`src/rtl/y86_pkg.sv`:
```
// Shared Y86 definitions: instruction codes, status codes, sequencer states.
package y86_pkg;

    localparam logic [3:0] IHALT    = 4'h0;
    localparam logic [3:0] INOP     = 4'h1;
    localparam logic [3:0] IRRMOVQ  = 4'h2;
    localparam logic [3:0] IIRMOVQ  = 4'h3;
    localparam logic [3:0] IRMMOVQ  = 4'h4;
    localparam logic [3:0] IMRMOVQ  = 4'h5;
    localparam logic [3:0] IOPQ     = 4'h6;
    localparam logic [3:0] IJXX     = 4'h7;
    localparam logic [3:0] ICALL    = 4'h8;
    localparam logic [3:0] IRET     = 4'h9;
    localparam logic [3:0] IPUSHQ   = 4'hA;
    localparam logic [3:0] IPOPQ    = 4'hB;
    localparam logic [3:0] ICODE_MAX = IPOPQ;

    localparam logic [2:0] STAT_AOK = 3'd1;
    localparam logic [2:0] STAT_HLT = 3'd2;
    localparam logic [2:0] STAT_ADR = 3'd3;
    localparam logic [2:0] STAT_INS = 3'd4;

    typedef enum logic [2:0] {
        S_IDLE,
        S_FETCH,
        S_DECODE,
        S_EXECUTE,
        S_MEMORY,
        S_WRITEBACK,
        S_PCUPD,
        S_HALT
    } state_t;

    // Instructions that touch data memory and therefore wait for mem_ready.
    function automatic logic is_mem_icode(input logic [3:0] ic);
        return (ic == IRMMOVQ) || (ic == IMRMOVQ) || (ic == ICALL) ||
               (ic == IRET)    || (ic == IPUSHQ)  || (ic == IPOPQ);
    endfunction

endpackage

```
`src/rtl/mem_wait_timer.sv`:
```
// Counts cycles spent waiting in MEMORY; expired flags the last allowed cycle.
module mem_wait_timer #(
    parameter int TIMEOUT = 16
) (
    input  logic clk,
    input  logic clear,
    input  logic enable,
    output logic expired
);

    localparam int W = $clog2(TIMEOUT + 1);

    logic [W-1:0] count;

    // Saturating wait counter, cleared whenever the sequencer is outside MEMORY.
    always_ff @(posedge clk) begin
        if (clear) begin
            count <= '0;
        end else if (enable && !expired) begin
            count <= count + W'(1);
        end
    end

    assign expired = (count == W'(TIMEOUT - 1));

endmodule

```
`src/rtl/seq_stage_ctrl.sv`:
```
// Sequential Y86 stage sequencer: one stage enable per cycle, fault halting, perf counters.
module seq_stage_ctrl
    import y86_pkg::*;
#(
    parameter int MEM_TIMEOUT = 16
) (
    input  logic        clk,
    input  logic        rst_n,
    input  logic        start,
    input  logic [3:0]  icode,
    input  logic        imem_error,
    input  logic        mem_ready,
    input  logic        dmem_error,
    output logic        fetch_en,
    output logic        decode_en,
    output logic        exec_en,
    output logic        mem_en,
    output logic        wb_en,
    output logic        pc_en,
    output logic [2:0]  stat,
    output logic        halted,
    output logic [3:0]  icode_q,
    output logic [31:0] cycle_count,
    output logic [31:0] instr_count
);

    state_t     state;
    state_t     state_next;
    logic [2:0] stat_next;
    logic       timer_clear;
    logic       timer_enable;
    logic       timer_expired;

    assign timer_clear  = !rst_n || (state != S_MEMORY);
    assign timer_enable = (state == S_MEMORY);

    mem_wait_timer #(
        .TIMEOUT (MEM_TIMEOUT)
    ) u_mem_wait_timer (
        .clk     (clk),
        .clear   (timer_clear),
        .enable  (timer_enable),
        .expired (timer_expired)
    );

    // Next-state and next-status selection; faults fix stat on entry to HALT.
    always_comb begin
        state_next = state;
        stat_next  = stat;
        case (state)
            S_IDLE: begin
                if (start) state_next = S_FETCH;
            end
            S_FETCH: begin
                if (imem_error) begin
                    state_next = S_HALT;
                    stat_next  = STAT_ADR;
                end else if (icode > ICODE_MAX) begin
                    state_next = S_HALT;
                    stat_next  = STAT_INS;
                end else if (icode == IHALT) begin
                    state_next = S_HALT;
                    stat_next  = STAT_HLT;
                end else begin
                    state_next = S_DECODE;
                end
            end
            S_DECODE:  state_next = S_EXECUTE;
            S_EXECUTE: state_next = S_MEMORY;
            S_MEMORY: begin
                if (!is_mem_icode(icode_q)) begin
                    state_next = S_WRITEBACK;
                end else if (mem_ready) begin
                    if (dmem_error) begin
                        state_next = S_HALT;
                        stat_next  = STAT_ADR;
                    end else begin
                        state_next = S_WRITEBACK;
                    end
                end else if (timer_expired) begin
                    state_next = S_HALT;
                    stat_next  = STAT_ADR;
                end
            end
            S_WRITEBACK: state_next = S_PCUPD;
            S_PCUPD:     state_next = S_FETCH;
            S_HALT:      state_next = S_HALT;
            default:     state_next = S_IDLE;
        endcase
    end

    // State register with registered Moore outputs decoded from the state being entered.
    always_ff @(posedge clk) begin
        if (!rst_n) begin
            state       <= S_IDLE;
            fetch_en    <= 1'b0;
            decode_en   <= 1'b0;
            exec_en     <= 1'b0;
            mem_en      <= 1'b0;
            wb_en       <= 1'b0;
            pc_en       <= 1'b0;
            stat        <= STAT_AOK;
            halted      <= 1'b0;
            icode_q     <= 4'h0;
            cycle_count <= 32'd0;
            instr_count <= 32'd0;
        end else begin
            state     <= state_next;
            stat      <= stat_next;
            fetch_en  <= (state_next == S_FETCH);
            decode_en <= (state_next == S_DECODE);
            exec_en   <= (state_next == S_EXECUTE);
            mem_en    <= (state_next == S_MEMORY) && is_mem_icode(icode_q);
            wb_en     <= (state_next == S_WRITEBACK);
            pc_en     <= (state_next == S_PCUPD);
            halted    <= (state_next == S_HALT);
            if (state == S_FETCH) begin
                icode_q <= icode;
            end
            if ((state != S_IDLE) && (state != S_HALT)) begin
                cycle_count <= cycle_count + 32'd1;
            end
            if (state == S_PCUPD) begin
                instr_count <= instr_count + 32'd1;
            end
        end
    end

endmodule
```
`config.mk`:
```
export PLATFORM = sky130hd
export DESIGN_NAME = seq_stage_ctrl
export DESIGN_NICKNAME = d
export VERILOG_FILES = /design/src/rtl/y86_pkg.sv /design/src/rtl/mem_wait_timer.sv /design/src/rtl/seq_stage_ctrl.sv
export SDC_FILE = /design/constraint.sdc
export NUM_CORES = 1
export LEC_CHECK = 0
export CAP_MARGIN = 20
export CORE_MARGIN = 4
export CORE_UTILIZATION = 55
export DETAILED_ROUTE_END_ITERATION = 8
export GPL_TIMING_DRIVEN = 0
export PLACE_DENSITY_LB_ADDON = 0.3
export SLEW_MARGIN = 10
export SYNTH_ARGS = -nofsm -noshare
export SYNTH_HDL_FRONTEND = slang
export SYNTH_SLANG_ARGS = --single-unit
export TNS_END_PERCENT = 5
```
`constraint.sdc`:
```
create_clock -name clk -period 5.25 [get_ports clk]
set_clock_uncertainty 0.15 [all_clocks]
set_input_delay 1.05 -clock clk [delete_from_list [all_inputs] [get_ports clk]]
set_output_delay 1.05 -clock clk [all_outputs]
set_load 0.02 [all_outputs]
```
==> results of run 1 <==
==> registers in the layout, indices dropped and copies added (netlist names) <==
signal / count
stat: 3
exec_en: 1
pc_en: 1
wb_en: 1
u_mem_wait_timer.count: 5
decode_en: 1
fetch_en: 1
state: 3
halted: 1
instr_count: 32
icode_q: 4
mem_en: 1
cycle_count: 32
==> layout by cell type (no fill, tap or decap), types with 16 or more instances in the layout <==
cell type and instances:
a21oi_1 33, clkbuf_1 22, clkdlybuf4s50_1 86, dfxtp_1 86, mux2i_1 22, nand2_1 40
nand2b_1 16, nand3_1 22, nor2_1 36, o31ai_1 21, or4_1 21
==> layer usage <==
metal / track usage / wire (um) / vias to the layer above
met4: 0.105 / 163 / 0
met3: 0.0351 / 539 / 16
met2: 0.424 / 5360 / 132
met1: 0.296 / 4640 / 1934
met5: 0 / 0 / -
li1: - / - / 1956
==> critical path, stage by stage <==
cell	delay (ps)
clkdlybuf4s50_1	460
a21o_1	220
o21ai_0	380
o311ai_0	350
nor4_1	360
==> kinds of logic (layout without fill, tap and decap cells) <==
kind of cell,Yosys count,after routing
xor gates and xnor gates,19,19
DFF,86,86
AOI/OAI and AO/OA,82,82
adders and majority gates,4,4
and+or+nand+nor,228,228
muxes,22,22
buffers and inverters,39,141
==> worst max path at each step <==
stage / to / start / depth (start not counted)
2_1_floorplan: cycle_count[22] / rst_n / 5
4_1_cts: mem_en / icode[3] / 5
5_1_grt: wb_en / icode[0] / 5
3_3_place_gp: wb_en / icode[2] / 5
6_report: mem_en / icode[3] / 5
3_5_place_dp: mem_en / icode[3] / 5
==> report_power, final <==
part	switching (mW)	internal, mW
Clock	0.248	0.187
Combinational	0.114	0.0835
Sequential	0.0201	0.673
Total	0.383	0.944
==> area by class of cell <==
| class | count | area share |
|---|---|---|
| inverters | 10 | 0.00707 |
| clock buffers | 10 | 0.0259 |
| clock inverters | 6 | 0.00872 |
| flip-flops and latches | 86 | 0.324 |
| well taps | 99 | 0.0233 |
| plain buffers | 29 | 0.0221 |
| repair buffers | 86 | 0.162 |
| multi-input cells | 355 | 0.426 |
==> through the flow <==
stage / power, mW / worst slack, ps
2_1_floorplan: 0.832 / 2880
3_3_place_gp: 0.898 / 2260
3_5_place_dp: 0.904 / 2190
4_1_cts: 1.33 / 2530
5_1_grt: 1.37 / 2320
6_report: 1.33 / 2530
==> flow_summary.toml, run 1 <==
[critical_path]
timing.setup.critical_path_class = "primary input to register"
worstPathMaxFanout = 4
worst-r2r-cell-count = 6
cp_data_arrival_time_ps = 2830
critPathLaunchType = "primary input"
worst_r2r_startpoint = "state[1]"
worstPathRequired_ps = 5350
flop2flop_setup_slack_ps = 2680
worst_setup_path_end_kind = "register"
r2r_end = "cycle_count[31]"

[sta]
timing.max_slew.rel_slack = 0.538
fin_tns_setup_ps = 0
unrepaired_setup_endpoints_after_global_routing = "no"
finalMaxSlewViolations = 0
finalSetupViolations = 0
achievable-frequency_mhz = 367
period_minus_slack_ps = 2720
hold_slack_ps = 338
fin_crit_sh = 0.519
timing_hold_violations_final = 0
worstMarginPinSlew_ps = 684

[synth]
synth_largest_type_area_fraction = 0.416
mappedNetlistNets = 494
synth.top_cells.by_area = "dfxtp_1, mux2i_1, a21oi_1, o31ai_1, or4_1"
share_of_the_synthesized_area_in_compound_gates_ao_oa_aoi_oai = 0.124
synthesis.instances = 480
ys_seq_elements = 86
avgSynthCellArea_um2 = 8.63
post_synth_fa_ha_maj_area_fraction = 0.0121
ys_seq_area_frac = 0.416
asr_flop_ratio_synth = 0
synth_area_leader_cell = "dfxtp_1"
synth.mux.area_fraction = 0.0532
xor_and_xnor_fraction_of_the_mapped_netlist_area = 0.0402
synth_simple_gate_area_share = 0.318
mappedNetlistArea_um2 = 4140
ys.warnings.count = 0
yosysMostFrequentCell = "dfxtp_1"
synth_top_family_by_area = "simple AND/OR/NAND/NOR gates"
yosys_most_used_dff = "dfxtp_1"
netlist-cell-type-count = 45
synth-edff-count = 0
synth_common_cells = "dfxtp_1, nand2_1, nor2_1"

[global_routing]
number_of_antenna_violations_at_the_first_check_in_global_routing = 0
track_usage = 0.243
grt_overflow = 0
largest_net_degree_at_the_start_of_global_routing = 16
grt_first_pass_wirelength_um = 17500
first_global_vias = 3849

[layout]
layout.filler_cells = 595
drive_gt1_frac = 0.0481
num-nets-final = 591
utilization = 0.728
final-seq-area_um2 = 1720
diodes = 0
layoutNonFillerInstCount = 681
stdcell_area_um2 = 5310
flow.area_growth_from_synthesis_pct = 28.2
multiInputGateArea_um2 = 2260

[hold_path]
min_delay_worst_endpoint = "instr_count[31]"
hold_path_start = "instr_count[31]"
hold_path.class = "register to register"
holdPathStages = 2

[power_and_ir_drop]
power_per_cell_area_nw_per_um2 = 250
static-leakage-power_nw = 1.76
vdd_drop_max_v = 0.000206

[placement]
place_hpwl_um = 7720
place.gp.congestion = 0.845
placed_cells_incl_taps = 665
placedInstanceArea_um2 = 5130
quantity_of_i_o_buffers_inserted_on_ports = 86

[floorplanning]
ioPinCount = 88
placeableCoreArea_um2 = 7290
fp.dieH_um = 94.8
design.die.area_um2 = 8980
site_rows = 31
die-width_um = 94.8
initial_core_util = 0.568

[clocking]
cts-root-to-sink-buffers = 2
tritoncts.num_buffers = 9
post_cts_hold_buffer_count = 0
clk_latency_ps = 360
cts_repair_resize_count = 0
h_tree_depth = 3
cts_post_setup_buffers_inserted = 0
ctsRootBufferMaster = "clkbuf_8"
cts_sinks = 86
clock_transition_at_the_registers_of_the_reported_paths_ps = 90
cts_tree = "done"

[route]
drcViolationCount = 0
drt_wl_total_um = 10700
drtAntennaViolNets = 0
routed-via-count = 4038
route.detailed.vias_per_inst = 5.93
routed_len_inst_um = 15.7
drt_iter0_markers = 242
drt_pass1_iterations = 5

[run_status]
run_status = "finished clean"

[job]
max_cap_violations = 0
(Power assumes the default switching activity.)
==> run 2: changes to the inputs <==
--- a/config.mk
+++ b/config.mk
@@ -7,7 +7,7 @@
 export LEC_CHECK = 0
 export CAP_MARGIN = 20
 export CORE_MARGIN = 4
-export CORE_UTILIZATION = 55
+export CORE_UTILIZATION = 51
 export DETAILED_ROUTE_END_ITERATION = 8
 export GPL_TIMING_DRIVEN = 0
 export PLACE_DENSITY_LB_ADDON = 0.3
==> constraint.sdc (replaced) <==
create_clock -name clk -period 2.6 [get_ports clk]
set_clock_uncertainty 0.15 [all_clocks]
set_input_delay 0.52 -clock clk [delete_from_list [all_inputs] [get_ports clk]]
set_output_delay 0.52 -clock clk [all_outputs]
set_load 0.02 [all_outputs]
==> flow_summary.toml, run 2 (synthesis results as in run 1) <==
[run_status]
run_status = "finished clean"

[clocking]
cts-root-to-sink-buffers = 2
ctsRootBufferMaster = "clkbuf_8"
clock_transition_at_the_registers_of_the_reported_paths_ps = 90
cts_post_setup_buffers_inserted = 0
h_tree_depth = 3
cts_tree = "done"
cts_sinks = 86
clk_latency_ps = 360
tritoncts.num_buffers = 9
cts_repair_resize_count = 0
post_cts_hold_buffer_count = 0

[global_routing]
track_usage = 0.213
first_global_vias = 3701
grt.met1_usage = 0.269
grtUsageMet3 = 0.0379
number_of_antenna_violations_at_the_first_check_in_global_routing = 0
largest_net_degree_at_the_start_of_global_routing = 16
busiest_layer = "met2"
grt_overflow = 0
global_route.usage.met2 = 0.356
grt_first_pass_wirelength_um = 17200

[critical_path]
slowest_stage = "or4b_1"
worstPathRequired_ps = 2740
timing.critical_path.cells = "nand4b_4, or4b_1, clkbuf_1, buf_2, nor4_1, mux2i_1"
worstPathMaxFanout = 10
critPathLaunchType = "register"
worst_setup_path_end_kind = "register"
timing.setup.critical_path_class = "register to register"
worst-r2r-cell-count = 6
critPathMaxStageDelay_ps = 550
cp_data_arrival_time_ps = 2580

[placement]
quantity_of_i_o_buffers_inserted_on_ports = 86
place.gp.congestion = 0.820
placedInstanceArea_um2 = 5130
placed_cells_incl_taps = 668
place_hpwl_um = 7660
place_ws_ps = 60.2

[sta]
unrepaired_setup_endpoints_after_global_routing = "no"
period_minus_slack_ps = 2450
finalSetupViolations = 0
fin_tns_setup_ps = 0
hold_slack_ps = 324
worstMarginPinSlew_ps = 556
finalMaxSlewViolations = 0
timing.max_slew.rel_slack = 0.629
fin_ws_ps = 153
fin_crit_sh = 0.941
timing_hold_violations_final = 0
achievable-frequency_mhz = 409

[floorplanning]
initial_core_util = 0.530
design.die.area_um2 = 9630
die-width_um = 98.1
ioPinCount = 88
site_rows = 32
placeableCoreArea_um2 = 7810
fp.dieH_um = 98.1

[route]
route.detailed.vias_per_inst = 5.85
drtAntennaViolNets = 0
drt_pass1_iterations = 4
routed-via-count = 4002
drt_wl_total_um = 10500
routed_len_inst_um = 15.3
drcViolationCount = 0
drt_iter0_markers = 242

[layout]
diodes = 0
reg.largest.list = "cycle_count (32), instr_count (32), u_mem_wait_timer.count (5)"
layoutNonFillerInstCount = 684
most-common-layout-cells = "dfxtp_1, clkdlybuf4s50_1, nand2_1, nor2_1, a21oi_1"
utilization = 0.683
stdcell_area_um2 = 5330
num-nets-final = 591
flow.area_growth_from_synthesis_pct = 28.8
drive_gt1_frac = 0.0498

[power_and_ir_drop]
static-leakage-power_nw = 1.77
power_mw = 2.75
power_per_cell_area_nw_per_um2 = 516
vdd_drop_max_v = 0.000381

[hold_path]
holdPathStages = 2
hold_path.class = "register to register"

[job]
max_cap_violations = 0
==> run 2: per-layer routing <==
layer | part of all wire | wire (um)
met5 | 0 | 0
met1 | 0.44 | 4630
met3 | 0.052 | 549
met2 | 0.49 | 5120
met4 | 0.018 | 193
==> run 2: critical path, delay by kind of cell, from the launching register on <==
kind,cells,cell delay (ps)
simple gates,3,1050
flops,1,480
mux,1,230
buf+inv,2,480
==> run 2: worst paths after layout <==
check	endpoint	from	slack (ps)
worst max-delay path	instr_count[29]	state[1]	150
worst min-delay path	cycle_count[31]	cycle_count[31]	320
worst max register to register	instr_count[29]	state[1]	150
worst min register to register	cycle_count[31]	cycle_count[31]	320
==> run 2: area by class of cell <==
type / instances / area, um2
Buffer: 29 / 118
Clock buffer: 9 / 124
Clock inverter: 7 / 72.6
Fill cell: 655 / 2470
Multi-Input combinational cell: 355 / 2270
Inverter: 10 / 37.5
Sequential cell: 86 / 1720
Timing Repair Buffer: 86 / 861
Tap cell: 102 / 128
==> run 2: where the power goes <==
group          total, mW  switching, mW  internal [mW]
logic              0.402          0.230          0.172
registers           1.40         0.0381           1.36
clock network      0.952          0.505          0.447
total               2.75          0.773           1.98
==> run 3: changes to the inputs <==
--- a/config.mk
+++ b/config.mk
@@ -7,7 +7,7 @@
 export LEC_CHECK = 0
 export CAP_MARGIN = 20
 export CORE_MARGIN = 4
-export CORE_UTILIZATION = 51
+export CORE_UTILIZATION = 55
 export DETAILED_ROUTE_END_ITERATION = 8
 export GPL_TIMING_DRIVEN = 0
 export PLACE_DENSITY_LB_ADDON = 0.3
==> constraint.sdc (replaced) <==
create_clock -name clk -period 2.9 [get_ports clk]
set_clock_uncertainty 0.15 [all_clocks]
set_input_delay 0.58 -clock clk [delete_from_list [all_inputs] [get_ports clk]]
set_output_delay 0.58 -clock clk [all_outputs]
set_load 0.02 [all_outputs]
==> results of run 3 <==
The final DEF is identical to that of run 1. Status: finished clean.
Among the figures that moved: setup slack after placement 2190 ps -> 313 ps; setup slack after layout 2530 ps -> 330 ps; start point of the critical path icode[3] -> state[1]; end point of the critical path mem_en -> cycle_count[31]; register-to-register setup slack 2680 ps -> 330 ps; total power 1.33 mW -> 2.40 mW; worst IR drop on VDD 0.000206 V -> 0.000373 V
